==> config.mk <==
export PLATFORM = sky130hd
export DESIGN_NAME = mult_matrix_deskew
export DESIGN_NICKNAME = d
export VERILOG_FILES = /design/src/rtl/mult_matrix_deskew.sv
export SDC_FILE = /design/constraint.sdc
export NUM_CORES = 1
export LEC_CHECK = 0
export ABC_AREA = 1
export BUFFER_PORTS_ARGS = -buffer_cell sky130_fd_sc_hd__buf_2
export CELL_PAD_IN_SITES_DETAIL_PLACEMENT = 1
export CELL_PAD_IN_SITES_GLOBAL_PLACEMENT = 2
export CORE_UTILIZATION = 32
export DETAILED_ROUTE_END_ITERATION = 10
export HOLD_SLACK_MARGIN = 0.12
export PLACE_DENSITY = 0.92
export SLEW_MARGIN = 0
export SYNTH_ARGS = -nofsm -noshare
export SYNTH_HDL_FRONTEND = slang
export SYNTH_SLANG_ARGS = --single-unit
==> constraint.sdc <==
create_clock -name clk -period 3 [get_ports clk]
set_input_delay 0.15 -clock clk [delete_from_list [all_inputs] [get_ports clk]]
set_output_delay 0.15 -clock clk [all_outputs]
set_load 0.02 [all_outputs]
==> src/rtl/mult_matrix_deskew.sv <==
// Re-aligns the diagonal wavefront from the systolic array into one parallel vector.
// Latency: size cycles from lane 0 to registered output. No backpressure; one vector per cycle.
// Lane r waits size-1-r cycles so every lane of a wavefront meets in the same cycle.
module mult_matrix_deskew #(
    parameter int data_size   = 4,
    parameter int size        = 3,
    parameter int count_width = 8
) (
    input  logic                      clk,
    input  logic                      rst,
    input  logic                      clear,
    input  logic                      in_valid,
    input  logic [data_size*size-1:0] input_stream,
    output logic [data_size*size-1:0] output_stream,
    output logic                      out_valid,
    output logic [count_width-1:0]    vec_count
);

    localparam int W = data_size * size;

    logic [W-1:0]    aligned;
    logic [size-1:0] vld_pipe;
    logic [size-1:0] vld_next;
    logic            load;

    generate
        for (genvar r = 0; r < size; r++) begin : g_lane
            localparam int DEPTH = size - 1 - r;
            localparam int HI    = (size - r) * data_size - 1;
            if (DEPTH == 0) begin : g_pass
                assign aligned[HI -: data_size] = input_stream[HI -: data_size];
            end else begin : g_dly
                logic [data_size-1:0] dly [DEPTH];
                always_ff @(posedge clk or posedge rst) begin
                    if (rst) begin
                        for (int i = 0; i < DEPTH; i++) dly[i] <= '0;
                    end else if (clear) begin
                        for (int i = 0; i < DEPTH; i++) dly[i] <= '0;
                    end else begin
                        dly[0] <= input_stream[HI -: data_size];
                        for (int i = 1; i < DEPTH; i++) dly[i] <= dly[i-1];
                    end
                end
                assign aligned[HI -: data_size] = dly[DEPTH-1];
            end
        end

        // The stage one short of the tap marks the cycle the lanes are aligned.
        if (size == 1) begin : g_v1
            assign vld_next = in_valid;
            assign load     = in_valid;
        end else begin : g_vn
            assign vld_next = {vld_pipe[size-2:0], in_valid};
            assign load     = vld_pipe[size-2];
        end
    endgenerate

    always_ff @(posedge clk or posedge rst) begin
        if (rst)
            vld_pipe <= '0;
        else if (clear)
            vld_pipe <= '0;
        else
            vld_pipe <= vld_next;
    end

    assign out_valid = vld_pipe[size-1];

    always_ff @(posedge clk or posedge rst) begin
        if (rst)
            output_stream <= '0;
        else if (load && !clear)
            output_stream <= aligned;
    end

    always_ff @(posedge clk or posedge rst) begin
        if (rst)
            vec_count <= '0;
        else if (clear)
            vec_count <= '0;
        else if (out_valid)
            vec_count <= vec_count + 1'b1;
    end

endmodule

Yosys cells after proc, flatten, opt, wreduce, memory -nomap -nowiden
Cells that the tools add are included.
{"block": "classes", "addsub": 1, "n_mux": 5, "reduce_logical": 3}
{"op": "$mux W8", "count": 3}
{"op": "$add A8 B1 Y8 const B", "count": 1}
{"op": "$mux W4", "count": 1}
{"op": "$mux W3", "count": 1}
{"op": "$reduce_bool A2 Y1", "count": 1}
{"op": "$logic_and A1 B1 Y1", "count": 1}
{"op": "$logic_not A1 Y1", "count": 1}
{"block": "totals", "elab_cells": 15, "output_inout_bits": 21, "register_bits": 35}

Logic depth before layout (Yosys ltp)
{"block": "depth", "depth_word": 3, "mapped_depth": 7}

Worst setup path before layout
OpenSTA, ideal clock, no wires.
{"block": "synth_timing", "path_kind": "register to register", "start": "reg vec_count[0]", "end": "reg vec_count[6]", "path_stages_with_launch": 6, "required_time_ps": 2882, "n_path_buf": 0, "setup_time_ps": 118, "arrival_time_ps": 1006, "setup_slack_ps": 1876, "cell_sequence": "dfrtp_1 ha_1 nand3_1 nor2_1 a21oi_1 nor2_1"}
{"block": "synth_between", "elab_chain_cells": 3}
{"element": "from (decl)", "line": "16", "text": "output logic [count_width-1:0] vec_count"}
{"element": "from (signal assigned)", "line": "82", "text": "vec_count <= vec_count + 1'b1;"}
{"element": "$add A8 B1 Y8", "line": "82"}
{"element": "$mux W8", "line": "81", "text": "else if (out_valid)"}
{"element": "$mux W8", "line": "79", "text": "else if (clear)"}
No other way between the ends. The select of a mux whose other input is x is not followed.
A chain may end at the register's enable or synchronous reset.

Final worst setup path
{"block": "layout_timing", "start": "reg vec_count[3]", "end": "out vec_count[3]"}
No word-level cell between the ends.

==> flow_summary_export.csv <==
group,metric,value,unit
routing,drt-total-wl,3080,um
logic_synthesis,synthXorXnorAreaFrac,0,
global_route,grt_overflow_total,0,
die,die_x,67.4,um
routing,ant_nets,0,
worst_setup_path,crit_fanout,8,
pwr,leakage,1.04,nW
sta,max-slew-margin-rel,0.710,
sta,worst_slew_pin_slew,434,ps
cts,cts.repair.resized,0,
logic_synthesis,synth.top_cell.area_share,0.640,
logic_synthesis,syn_inst,147,
place,port_buffers,36,
worst_setup_path,critPathTopFamily,"flip-flops",
die,dieArea,4540,um2
worst_setup_path,critical-path-slowest-cell,"dfrtp_1",
cts,clockRootBuffer,"clkbuf_8",
cts,clk_pin_slew_worst_paths,70,ps
routing,viasPerCell,4.36,
global_route,antenna_found_initial,0,
die,io_pins,37,
job,cap_violations,0,
worst_setup_path,cp_data_required_time,2850,ps
global_route,grt_pass1_wl,5100,um
sta,hold_viol_final,0,
cts,cts_buffers,5,
logic_synthesis,synth_adder_area_share,0.00915,
worst_setup_path,arrival,1020,ps
logic_synthesis,synth_compound_area_frac,0.0348,
routing,drc,0,
logic_synthesis,synth-seq-cells,35,
sta,worst_slack,1830,ps
sta,hold_ws,236,ps
logic_synthesis,synthMuxAreaShare,0,
logic_synthesis,avgSynthCellArea,9.30,um2
global_route,grt_max_degree,36,
cts,tritoncts,"yes",
logic_synthesis,synth_top_family_by_area,"simple AND/OR/NAND/NOR gates",
sta,rsz0062_at_grt,"no",
min_path,min_path_type,"in2reg",
worst_setup_path,cpPeakStageDelay,500,ps
die,num_rows,23,
cts,cts_sinks,35,
logic_synthesis,syn_nets,164,
logic_synthesis,synthSimpleGateAreaFrac,0.231,
sta,post-route-period-util,0.389,
sta,setup_viol,0,
logic_synthesis,synth_area_leaders,"dfrtp_1, nand2_1, nor2_1",
sta,post-route-min-period,1170,ps
worst_setup_path,path_cells,"buf_2",
cells_and_area,regArea,876,um2
routing,vias,1098,
cts,htreeDepth,2,
sta,finalMaxSlewViolations,0,
cts,clock_path_buffers,2,
logic_synthesis,ys_seq_area_frac,0.640,
cells_and_area,multi_input_area,375,um2
worst_setup_path,crit_type,"reg2out",
routing,drt-initial-drc-count,41,
die,die_y,67.4,um
pwr,peakVddDrop,308,uV
pwr,power_density,561,nW/um2
die,initial_utilization,0.337,
cells_and_area,fill_cells,483,
logic_synthesis,synth_area_leader_cell,"dfrtp_1",
place,hpwl,2080,um
worst_setup_path,critical_path_buf_inv_count,1,
routing,drt_first_pass_iters,4,
logic_synthesis,netlist_area,1370,um2
die,core_area,4060,um2
cts,insertion_delay,290,ps
cells_and_area,diodes,0,
worst_setup_path,end_kind,"output pin",
sta,tns,0,ps
logic_synthesis,synth_cell_types,19,
cells_and_area,utilization,0.450,
sta,fmax,857,MHz
cells_and_area,drive_gt1_frac,0.252,
routing,wl_per_cell,12.2,um
sta,skew,4.92,ps
global_route,gr-usage-all-layers,0.159,
worst_setup_path,start_kind,"flop",
logic_synthesis,yosysWarningCount,0,
global_route,grt_pass1_vias,1118,
run_status,run_status,"completed",
cells_and_area,nets,218,
place,gp_congestion,0.693,
place,dp_slack,1870,ps
cells_and_area,area_growth,33.6,%
-- cell usage after synthesis --
library cell,count
inv_4,1
buf_6,1
nand2_1,45
nand3_2,1
buf_2,1
o21a_1,1
buf_4,2
dfrtp_1,35
nand3_1,3
a21oi_1,5
o21ai_0,3
inv_2,1
nor2_4,1
nor2_2,1
nor2_1,23
inv_1,20
ha_1,1
nand2_4,1
nand2_2,1
-- metrics by stage --
stage | total power [mW] | area (um2) | std cells
6_report | 1.02 | 1830 | 252
5_1_grt | 1.08 | 1830 | 252
4_1_cts | 1.04 | 1830 | 252
3_5_place_dp | 0.653 | 1590 | 230
3_3_place_gp | 0.646 | 1590 | 230
2_1_floorplan | 0.605 | 1370 | 147
-- state kept, by name (all words and copies together), names as in the netlist --
signal            cells
output_stream        12
g_lane.g_dly.dly      8
vec_count             8
aligned               4
vld_pipe              3
-- metal layers --
layer	vias up	routed length (um)	GRT usage
met1	532	1300	0.182
met3	7	105	0.0507
met2	21	1610	0.261
met5	-	0	0
li1	538	-	-
met4	0	70	0.0878
-- final timing paths --
check | startpoint | endpoint | slack, ps | cells past startpoint
min | clear | aligned[11]$_DFF_PP0_ | 240 | 2
max in group asynchronous | rst | output_stream[11]$_DFFE_PP0P_ | 2190 | 4
max reg2reg | vec_count[0]$_DFFE_PP0P_ | vec_count[4]$_DFFE_PP0P_ | 1860 | 4
min in group asynchronous | rst | output_stream[7]$_DFFE_PP0P_ | 500 | 4
max | vec_count[3]$_DFFE_PP0P_ | vec_count[3] | 1830 | 1
min reg2reg | g_lane[1].g_dly.dly[3]$_DFF_PP0_ | output_stream[7]$_DFFE_PP0P_ | 450 | 2
-- worst reg2reg max path, delay by kind of cell, from the launching register on --
kind,cells,cell delay (ps)
adder cells (fa/ha/maj),1,190
AND/OR/NAND/NOR,2,200
flip-flops,1,410
AO/OA/AOI/OAI,1,220
-- final cells by class --
cell class                      instances  area share
Sequential cell                        35       0.479
Multi-Input combinational cell         86       0.205
Timing Repair Buffer                   51       0.179
Clock buffer                            8      0.0548
Inverter                               22      0.0466
Tap cell                               50      0.0342
-- cells in the final DEF (no fill, tap or decap), types with 3 or more instances in the layout --
cell type      netlist  final
nand3_1              3      3
dfrtp_1             35     35
dlygate4sd3_1        0     14
inv_1               20     20
nor2_1              23     23
a21oi_1              5      5
clkbuf_8             0      7
nand2_1             45     45
buf_2                1     36
o21ai_0              3      3
-- cells by family after synthesis --
group	after synthesis
buf+inv	26
simple gates	76
fa+ha+maj	1
compound gates	9
flops	35
-- power by group --
group	switching [mW]	leakage [nW]	internal, mW
clock	0.159	0.0515	0.209
combinational	0.0816	0.521	0.0527
sequential	0.0171	0.465	0.505
-- repair_timing --
item | in CTS | in global routing
endpoints found under the hold margin | 48 | 0
hold buffers | 14 | 0
endpoints found under the setup margin | 0 | 0
buffers inserted | 0 | 0
(Power assumes the default switching activity.)
